### config.mk
export PLATFORM = sky130hd
export DESIGN_NAME = ram_march_bist
export DESIGN_NICKNAME = d
export VERILOG_FILES = /design/src/rtl/ram_march_bist.sv
export SDC_FILE = /design/constraint.sdc
export NUM_CORES = 1
export LEC_CHECK = 0
export CORE_MARGIN = 2
export CORE_UTILIZATION = 46
export CTS_CLUSTER_SIZE = 12
export DETAILED_ROUTE_END_ITERATION = 16
export HOLD_SLACK_MARGIN = 0.08
export PLACE_DENSITY = 0.85
export SETUP_SLACK_MARGIN = 0.2
export SKIP_LAST_GASP = 1
export SLEW_MARGIN = 5
export SYNTH_ARGS = -nofsm -noshare
export SYNTH_HDL_FRONTEND = slang
export SYNTH_SLANG_ARGS = --single-unit
### constraint.sdc
create_clock -name clk_in -period 2.5 [get_ports clk_in]
set_input_delay 0.375 -clock clk_in [delete_from_list [all_inputs] [get_ports clk_in]]
set_output_delay 0.375 -clock clk_in [all_outputs]
set_load 0.005 [all_outputs]
### src/rtl/ram_march_bist.sv
// March C- BIST engine: walks the RAM through six march elements and reports pass/fail.
// Define BIST_STOP_ON_FAIL_EN to halt on the first mismatch instead of running to completion.
module ram_march_bist #(
   parameter int ADDR_W = 4,
   parameter int DATA_W = 8
) (
   input  logic              clk_in,
   input  logic              reset,
   input  logic              start,
   output logic [ADDR_W-1:0] ram_addr,
   output logic              ram_we,
   output logic [DATA_W-1:0] ram_wdata,
   input  logic [DATA_W-1:0] ram_rdata,
   output logic              busy,
   output logic              done,
   output logic              pass,
   output logic [ADDR_W-1:0] fail_addr,
   output logic [DATA_W-1:0] fail_data,
   output logic [7:0]        err_cnt
);

   typedef enum logic [1:0] {IDLE, RUN, FLUSH, DONE} state_t;

   // Element index 6 marks "every op issued"; the next RUN cycle moves to FLUSH.
   localparam logic [2:0] ELEM_END = 3'd6;

   state_t            state_q, state_d;
   logic [2:0]        elem_q, elem_d;
   logic [ADDR_W-1:0] ptr_q, ptr_d;
   logic              ph_q, ph_d;
   logic [ADDR_W-1:0] addr_q, addr_d;
   logic              we_q, we_d;
   logic [DATA_W-1:0] wdata_q, wdata_d;
   logic              rdPend_q, rdPend_d;
   logic [DATA_W-1:0] rdExp_q, rdExp_d;
   logic              cmpValid_q, cmpValid_d;
   logic [DATA_W-1:0] cmpExp_q, cmpExp_d;
   logic [ADDR_W-1:0] cmpAddr_q, cmpAddr_d;
   logic [7:0]        errCnt_q, errCnt_d;
   logic [ADDR_W-1:0] failAddr_q, failAddr_d;
   logic [DATA_W-1:0] failData_q, failData_d;

   logic              descending, lastPhase, atLastAddr, opIsWrite;
   logic              wrOnes, rdOnes, mismatch, issue;
   logic [2:0]        nextElem;
   logic [ADDR_W-1:0] lastAddr;

   assign descending = (elem_q >= 3'd3);
   assign lastPhase  = (elem_q == 3'd0) || (elem_q == 3'd5) || ph_q;
   assign lastAddr   = descending ? '0 : '1;
   assign atLastAddr = (ptr_q == lastAddr);
   assign opIsWrite  = (elem_q == 3'd0) || ph_q;
   assign wrOnes     = (elem_q == 3'd1) || (elem_q == 3'd3);
   assign rdOnes     = (elem_q == 3'd2) || (elem_q == 3'd4);
   assign nextElem   = elem_q + 3'd1;
   assign mismatch   = cmpValid_q && (ram_rdata != cmpExp_q);

   always_ff @(posedge clk_in or posedge reset) begin
      if (reset) begin
         state_q    <= IDLE;
         elem_q     <= '0;
         ptr_q      <= '0;
         ph_q       <= 1'b0;
         addr_q     <= '0;
         we_q       <= 1'b0;
         wdata_q    <= '0;
         rdPend_q   <= 1'b0;
         rdExp_q    <= '0;
         cmpValid_q <= 1'b0;
         cmpExp_q   <= '0;
         cmpAddr_q  <= '0;
         errCnt_q   <= '0;
         failAddr_q <= '0;
         failData_q <= '0;
      end else begin
         state_q    <= state_d;
         elem_q     <= elem_d;
         ptr_q      <= ptr_d;
         ph_q       <= ph_d;
         addr_q     <= addr_d;
         we_q       <= we_d;
         wdata_q    <= wdata_d;
         rdPend_q   <= rdPend_d;
         rdExp_q    <= rdExp_d;
         cmpValid_q <= cmpValid_d;
         cmpExp_q   <= cmpExp_d;
         cmpAddr_q  <= cmpAddr_d;
         errCnt_q   <= errCnt_d;
         failAddr_q <= failAddr_d;
         failData_q <= failData_d;
      end
   end

   // The pointer (elem/ptr/ph) names the next op to issue and sits at zero outside RUN,
   // so a start from IDLE or DONE issues w0 @ 0 on the very same edge.
   always_comb begin
      state_d    = state_q;
      elem_d     = '0;
      ptr_d      = '0;
      ph_d       = 1'b0;
      addr_d     = addr_q;
      we_d       = 1'b0;
      wdata_d    = '0;
      rdPend_d   = 1'b0;
      rdExp_d    = '0;
      cmpExp_d   = rdExp_q;
      cmpAddr_d  = addr_q;
      errCnt_d   = errCnt_q;
      failAddr_d = failAddr_q;
      failData_d = failData_q;
      issue      = 1'b0;

      if (mismatch) begin
         if (errCnt_q != 8'hFF) errCnt_d = errCnt_q + 8'd1;
         if (errCnt_q == 8'd0) begin
            failAddr_d = cmpAddr_q;
            failData_d = ram_rdata;
         end
      end

      case (state_q)
         IDLE, DONE: begin
            if (start) begin
               issue      = 1'b1;
               errCnt_d   = '0;
               failAddr_d = '0;
               failData_d = '0;
            end
         end
         RUN: begin
            if (elem_q == ELEM_END) state_d = FLUSH;
            else                    issue   = 1'b1;
         end
         FLUSH: state_d = DONE;
         default: state_d = IDLE;
      endcase

`ifdef BIST_STOP_ON_FAIL_EN
      if (mismatch) begin
         issue   = 1'b0;
         state_d = DONE;
      end
`endif

      if (issue) begin
         state_d  = RUN;
         addr_d   = ptr_q;
         we_d     = opIsWrite;
         wdata_d  = (opIsWrite && wrOnes) ? '1 : '0;
         rdPend_d = !opIsWrite;
         rdExp_d  = rdOnes ? '1 : '0;
         if (!lastPhase) begin
            elem_d = elem_q;
            ptr_d  = ptr_q;
            ph_d   = 1'b1;
         end else if (!atLastAddr) begin
            elem_d = elem_q;
            ptr_d  = descending ? (ptr_q - 1'b1) : (ptr_q + 1'b1);
         end else begin
            elem_d = nextElem;
            ptr_d  = (nextElem >= 3'd3) ? '1 : '0;
         end
      end

      cmpValid_d = rdPend_q && ((state_d == RUN) || (state_d == FLUSH));
   end

   assign ram_addr  = addr_q;
   assign ram_we    = we_q;
   assign ram_wdata = wdata_q;
   assign busy      = (state_q == RUN) || (state_q == FLUSH);
   assign done      = (state_q == DONE);
   assign pass      = (state_q == DONE) && (errCnt_q == 8'd0);
   assign fail_addr = failAddr_q;
   assign fail_data = failData_q;
   assign err_cnt   = errCnt_q;

endmodule

==> results of run 1 <==
-- metrics by stage --
| step | setup slack [ns] | util (%) |
|---|---|---|
| after global placement | 0.0942 | 58.9 |
| after floorplan | 0.168 | - |
| after global routing | 0.0726 | 63.3 |
| after detailed placement | 0.0409 | 58.9 |
| final | 0.239 | 63.3 |
| after CTS | 0.216 | 61.6 |
-- area by class of cell --
class | count | area share (%)
tap | 70 | 2.75
timing repair buffer | 64 | 19.1
clock inverter | 2 | 1.22
sequential | 44 | 34.6
multi-input combinational | 158 | 37.6
inverter | 18 | 2.12
clock buffer | 6 | 2.59
-- critical path, delay by kind of cell (launching register included) --
kind | cells | cell delay [ns]
muxes | 1 | 0.24
AOI/OAI and AO/OA | 2 | 0.33
and+or+nand+nor | 2 | 0.16
adders and majority gates | 3 | 0.63
buffers and inverters | 3 | 0.41
DFF | 1 | 0.43
-- cell families after synthesis --
group	Yosys count	share of synthesized area [%]
compound gates	45	15.0
xor+xnor	5	1.85
fa+ha+maj	13	7.20
buf+inv	33	7.31
flops	44	46.6
mux	5	2.12
simple gates	90	20.0
-- cell usage after synthesis, types with 2 or more instances --
cell / number / share of area (%)
nor3_1: 3 / 0.64
o21ai_0: 4 / 0.85
a211oi_1: 2 / 0.64
nor2b_1: 2 / 0.53
nand3_2: 5 / 2.1
nand3_1: 13 / 2.8
nor3_2: 4 / 1.7
buf_4: 7 / 2.2
o21ai_2: 12 / 4.4
inv_1: 18 / 2.9
ha_1: 12 / 6.4
o22ai_1: 2 / 0.53
clkbuf_1: 5 / 0.79
dfrtp_1: 44 / 47
nor4_1: 3 / 0.79
nand4_1: 4 / 1.1
a21oi_1: 6 / 1.3
buf_6: 3 / 1.4
a31o_1: 2 / 0.74
o2bb2ai_1: 3 / 1.1
o21ai_1: 3 / 0.64
mux2i_1: 5 / 2.1
nor2_1: 16 / 2.5
nand2_1: 32 / 5.1
xnor2_1: 4 / 1.5
-- flip-flops by register name (all words and copies together) (netlist names), 2 cells and up --
signal     flops
fail_addr      4
cmpAddr_q      4
ptr_q          4
state_q        2
fail_data      8
ram_addr       4
err_cnt        8
elem_q         3
-- metal layers --
layer | wire, µm | vias up | GRT usage [%]
li1 | - | 921 | -
met1 | 2110 | 922 | 25.6
met2 | 2620 | 52 | 30.5
met3 | 264 | 6 | 4.76
met4 | 40 | 0 | 5.46
met5 | 0 | - | 0
-- timing repair --
item | in CTS | in global routing
hold endpoints to repair | 0 | 0
hold buffers | 0 | 0
cloned | 0 | 0
resized for setup | 3 | 8
endpoints found under the setup margin | 1 | 6
buffers inserted | 0 | 6
pin swaps | 0 | 5
-- layout by cell type, fill, tap and decap left out, types with 2 or more instances in the layout --
cell type	instances
clkdlybuf4s50_1	45
dfrtp_1	42
nand2_1	32
buf_4	17
nor2_1	16
inv_1	15
nand3_1	12
o21ai_2	12
ha_1	8
a21oi_1	6
clkbuf_8	6
nand3_2	5
nand4_1	4
mux2i_1	4
xnor2_1	4
o21ai_0	4
ha_4	4
nor3_1	3
nor3_2	3
nor4_1	3
o21ai_1	3
inv_2	2
o22ai_1	2
a31o_1	2
a211oi_1	2
o2bb2ai_2	2
dfrtp_2	2
-- report_power, final --
part | total, mW | leakage (nW) | switching, mW | internal (mW)
sequential | 1.14 | 0.567 | 0.192 | 0.948
clock | 0.580 | 0.0614 | 0.253 | 0.327
combinational | 1.38 | 0.748 | 0.639 | 0.739
-- worst min path at each step --
stage,endpoint,slack [ns],cells past startpoint
final,cmpExp_q[6],0.36,0
after global routing,cmpExp_q[6],0.38,0
after CTS,cmpExp_q[6],0.36,0
after global placement,cmpExp_q[6],0.34,0
after floorplan,cmpExp_q[6],0.33,0
after detailed placement,cmpExp_q[6],0.34,0
==> results.tsv, run 1 <==
stage	metric	value	unit
cells_and_area	nFillCells	400	
detailed_routing	via_count	1901	
job	maxCapViolations	0	
grt	grt_pass1_wl	8.18	mm
worst_setup_path	slowest_delay	0.43	ns
yosys	synth-seq-cells	44	
cells_and_area	nets	315	
clocking	cts.clk_slew.worst_paths	0.09	ns
timing	rsz0062_at_grt	true	
yosys	async_reset_ff_share	100	%
yosys	synth_area	2360	µm²
worst_setup_path	crit_path_end_kind	flop	
worst_setup_path	reg2reg_to	ptr_q[2]	
placement	gp_congestion	0.874	
floorplanning	rows	26	
worst_setup_path	r2r_cells	11	
detailed_routing	dr.first_iter.drc_count	132	
clocking	cts_buffer_depth	2	
pwr	ir_drop	661	µV
cells_and_area	multi_input_area	1200	µm²
cells_and_area	areaGrowthSynthToFinish	35.0	%
timing	slew_violations	0	
worst_setup_path	critPathArrivalTime	2.49	ns
cells_and_area	fin_cells	362	
timing	slew_headroom	60.8	%
yosys	synthCells	235	
worst_setup_path	rrSetupSlack	0.24	ns
grt	grt_pass1_vias	1745	
yosys	yosysSeqAreaShare	46.6	%
floorplanning	core-area	5040	µm²
pwr	p_total	3.10	mW
placement	postPlaceCellArea	2970	µm²
timing	tightest_slew	0.586	ns
detailed_routing	drc	0	
floorplanning	dieArea	5730	µm²
timing	hold_viol	0	
cells_and_area	fin_area	3190	µm²
worst_setup_path	crit_start	elem_q[0]	
floorplanning	die_h	75.7	µm
run_status	status	completed	
placement	place_inst	348	
clocking	numCtsBuffers	5	
detailed_routing	routedWlPerCell	13.9	µm
floorplanning	start_util	46.9	%
clocking	htreeDepth	2	
worst_setup_path	cp_slowest_cell	dfrtp_2	
detailed_routing	ant_nets	0	
worst_setup_path	required	2.73	ns
timing	min_period_over_period	90.5	%
yosys	synth_ff_type	dfrtp_1	
cells_and_area	antenna_cells	0	
placement	dp_hpwl	3.56	mm
timing	setup_violations	0	
worst_setup_path	path_class	reg2reg	
yosys	synth-edff-count	0	
grt	grt_overflow	0	
hold_path	holdCritStartpoint	cmpExp_d[6]	
pwr	leakagePower	1.38	nW
detailed_routing	viasPerCell	5.25	
yosys	yosysWarnings	0	
timing	hold_slack	0.357	ns
clocking	cts_tree	done	
clocking	root_buffer	clkbuf_8	
pwr	power.density	971	nW/µm²
clocking	cts_sinks	44	
cells_and_area	regArea	1100	µm²
grt	grt_max_degree	45	
worst_setup_path	path_cells	ha_4 > ha_4 > a211oi_4 > inv_2 > ha_4 > nand4_1 > mux2i_2 > buf_4 > buf_4 > nor2_1 > o21ai_1	
clocking	insertion_delay	0.30	ns
detailed_routing	wirelength	5.04	mm
hold_path	hp-class	reg2reg	
worst_setup_path	timing.critical_path.mode_cell	ha_4	
yosys	synth_area_per_cell	10.1	µm²
timing	fin_crit	2.26	ns
yosys	ys_types	46	
floorplanning	io_pins	47	
worst_setup_path	crit_path_end	ptr_q[2]	
timing	fmax	442	MHz
timing	tns	0	ns
floorplanning	fp.dieW	75.7	µm
worst_setup_path	cp_max_fo	5	
detailed_routing	dr.pass1.iters	4	
yosys	synthesis.nets	259	
cells_and_area	drive_gt1_share	22.3	%
grt	antenna_found_initial	0	
grt	track_usage	19.0	%
timing	finalClockSkew	0.00818	ns
worst_setup_path	r2r-start	elem_q[0]	
placement	numPortBuffers	46	
worst_setup_path	start_kind	flop	
Note: power is estimated with default switching activity, not from simulation.
==> run 2, diff against run 1 <==
--- a/config.mk
+++ b/config.mk
@@ -6,11 +6,12 @@
 export NUM_CORES = 1
 export LEC_CHECK = 0
 export CORE_MARGIN = 2
-export CORE_UTILIZATION = 46
+export CORE_UTILIZATION = 30
 export CTS_CLUSTER_SIZE = 12
 export DETAILED_ROUTE_END_ITERATION = 16
 export HOLD_SLACK_MARGIN = 0.08
-export PLACE_DENSITY = 0.85
+export MAX_ROUTING_LAYER = met4
+export PLACE_DENSITY = 0.63
 export SETUP_SLACK_MARGIN = 0.2
 export SKIP_LAST_GASP = 1
 export SLEW_MARGIN = 5
==> run 2 against run 1 <==
Against the previous run:
- flip-flop and latch count unchanged
- via count decreased by 0.42%
- critical path depth decreased by 1
- count of clock-buffer cells in the layout decreased by 1
- fmax decreased by 2.4%
- hold slack improved by 0.0084 ns
- clock power decreased by 26%
- first-iteration DRC count decreased by 59%
- non-clock buffer count increased by 5
- critical path type unchanged
- critical endpoint is now ptr_q[3]
- largest power group unchanged
==> results.tsv, run 2 (synthesized netlist as in run 1, its figures left out) <==
stage	metric	value	unit	change
placement	numPortBuffers	46		unchanged
hold_path	hold_depth	0		unchanged
cells_and_area	fin_cells	399		+10%
floorplanning	dieArea	8600	µm²	+50%
detailed_routing	dr.pass1.iters	4		unchanged
pwr	p_total	2.94	mW	-5.3%
job	maxCapViolations	0		unchanged
cells_and_area	nets	321		+1.9%
timing	fin_crit	2.32	ns	+0.0554 ns
detailed_routing	routedWlPerCell	13.0	µm	-6.9%
clocking	cts_sinks	44		unchanged
detailed_routing	drc	0		unchanged
grt	track_usage	13.1	%	-5.9 points
pwr	leakagePower	1.39	nW	+0.63%
clocking	htreeDepth	2		unchanged
timing	fmax	432	MHz	-2.4%
hold_path	worst_hold_path.endpoint	cmpExp_q[6]		
worst_setup_path	cp_slowest_cell	dfrtp_2		
pwr	power.density	909	nW/µm²	-6.4%
cells_and_area	multi_input_area	1220	µm²	+1.4%
hold_path	hp-class	reg2reg		
worst_setup_path	cp_max_fo	5		unchanged
cells_and_area	regArea	1100	µm²	-0.11%
placement	place_inst	386		+11%
detailed_routing	dr.first_iter.drc_count	54		-59%
timing	finalClockSkew	0.0106	ns	+0.00245 ns
worst_setup_path	rrSetupSlack	0.18	ns	-0.06 ns
detailed_routing	wirelength	5.17	mm	+2.6%
worst_setup_path	critPathArrivalTime	2.50	ns	about the same
worst_setup_path	crit_path_end_kind	flop		
timing	tightest_slew	0.670	ns	+0.0842 ns
timing	tns	0	ns	unchanged
placement	preCtsSetupSlack	0.0213	ns	-0.0196 ns
clocking	insertion_delay	0.30	ns	about the same
hold_path	holdCritStartpoint	cmpExp_d[6]		
worst_setup_path	timing.critical_path.mode_cell	ha_4		
worst_setup_path	r2r_cells	10		-1
detailed_routing	ant_nets	0		unchanged
grt	grt_overflow	0		unchanged
grt	grt_pass1_vias	1799		+3.1%
timing	hold_viol	0		unchanged
cells_and_area	final_cell_mix	45 x clkdlybuf4s50_1, 43 x dfrtp_1, 32 x nand2_1		
floorplanning	rows	32		+23%
worst_setup_path	slowest_delay	0.43	ns	about the same
timing	rsz0062_at_grt	true		
run_status	status	completed		
cells_and_area	drive_gt1_share	22.2	%	-0.038 points
floorplanning	die_h	92.8	µm	+23%
grt	antenna_found_initial	0		unchanged
placement	gp_congestion	0.826		-5.5%
floorplanning	start_util	30.7	%	-16 points
worst_setup_path	required	2.68	ns	-0.05 ns
timing	slew_headroom	55.2	%	-5.7 points
pwr	ir_drop	376	µV	-43%
worst_setup_path	reg2reg_to	ptr_q[3]		
cells_and_area	fin_area	3230	µm²	+1.3%
worst_setup_path	path_class	reg2reg		
placement	postPlaceCellArea	3040	µm²	+2.4%
detailed_routing	via_count	1893		-0.42%
cells_and_area	final_common_cell	clkdlybuf4s50_1		
timing	slew_violations	0		unchanged
placement	dp_hpwl	3.58	mm	+0.55%
grt	grt_max_degree	45		unchanged
timing	min_period_over_period	92.7	%	+2.2 points
worst_setup_path	start_kind	flop		
floorplanning	core-area	7690	µm²	+52%
timing	setup_violations	0		unchanged
clocking	numCtsBuffers	5		unchanged
floorplanning	io_pins	47		unchanged
timing	layout_setup_ws	0.183	ns	-0.0554 ns
cells_and_area	antenna_cells	0		unchanged
floorplanning	fp.dieW	92.8	µm	+23%
clocking	cts_tree	done		
worst_setup_path	path_cells	ha_4 > ha_4 > a211oi_4 > inv_2 > ha_4 > nand4_1 > mux2i_4 > a211o_1 > o21ai_1 > o2bb2ai_1		
cells_and_area	areaGrowthSynthToFinish	36.7	%	
grt	grt_pass1_wl	8.76	mm	+7.2%
cells_and_area	nFillCells	743		+86%
worst_setup_path	r2r-start	elem_q[0]		
clocking	cts_buffer_depth	2		unchanged
clocking	root_buffer	clkbuf_8		
clocking	cts.clk_slew.worst_paths	0.08	ns	about the same
detailed_routing	viasPerCell	4.74		-9.7%
run 2: cell count changes in the layout (fill, tap and decap cells not counted), sizes merged:
cell and change:
buf +5, bufinv -1, nor3 +1, clkinvlp +1
clkbuf -1
run 2: through the flow:
stage,hold slack (ns),util (%)
final,0.365,42.0
after CTS,0.368,41.4
after floorplan,0.331,-
after global placement,0.337,39.6
after detailed placement,0.348,39.6
after global routing,0.383,42.0
run 2: power breakdown:
group / internal, mW / total (mW) / switching [mW]
clock: 0.189 / 0.429 / 0.240
sequential: 0.947 / 1.12 / 0.174
combinational: 0.743 / 1.39 / 0.642
run 2: layout make-up:
cell class / count / share of cell area, %
clock buffers: 5 / 2.13
well taps: 102 / 3.95
flip-flops and latches: 44 / 34.1
repair buffers: 69 / 19.7
clock inverters: 2 / 0.387
multi-input cells: 159 / 37.6
inverters: 18 / 2.09
run 2: how the worst max path moves through the flow:
stage	startpoint	to	slack, ns	cells after the start
3_3_place_gp	err_cnt[1]	fail_data[6]	0.05	7
5_1_grt	elem_q[0]	ptr_q[3]	0.08	10
6_report	elem_q[0]	ptr_q[3]	0.18	10
2_1_floorplan	elem_q[1]	ptr_q[3]	0.17	10
4_1_cts	elem_q[0]	ptr_q[3]	0.11	10
3_5_place_dp	ram_rdata[7]	fail_data[6]	0.02	6
run 2: worst max-delay path, delay by kind of cell, from the launching register on:
family | cells | cell delay (ns)
compound gates | 4 | 0.63
fa+ha+maj | 3 | 0.64
buf+inv | 1 | 0.13
flops | 1 | 0.43
mux | 1 | 0.22
simple gates | 1 | 0.14
run 2: layer usage:
metal	vias to the layer above	share of wire [%]	global-route usage, %
met4	0	1.0	3.68
met1	903	46	17.1
met2	49	48	20.2
met3	7	5.2	3.42
li1	934	-	-
met5	-	0	-
run 2: what timing repair did:
item                                    CTS  global route
hold buffers                              0             0
cloned                                    1             0
endpoints found under the setup margin   20            11
setup buffers                             3             2
pin swaps                                 3             6
gates resized for setup                   4             4
==> run 3, diff against run 2 <==
--- a/config.mk
+++ b/config.mk
@@ -7,6 +7,7 @@
 export LEC_CHECK = 0
 export CORE_MARGIN = 2
 export CORE_UTILIZATION = 30
+export CTS_CLUSTER_DIAMETER = 120
 export CTS_CLUSTER_SIZE = 12
 export DETAILED_ROUTE_END_ITERATION = 16
 export HOLD_SLACK_MARGIN = 0.08
@@ -14,7 +15,6 @@
 export PLACE_DENSITY = 0.63
 export SETUP_SLACK_MARGIN = 0.2
 export SKIP_LAST_GASP = 1
-export SLEW_MARGIN = 5
 export SYNTH_ARGS = -nofsm -noshare
 export SYNTH_HDL_FRONTEND = slang
 export SYNTH_SLANG_ARGS = --single-unit
==> results of run 3 <==
Final layout, timing and power as in run 2 (identical DEF).
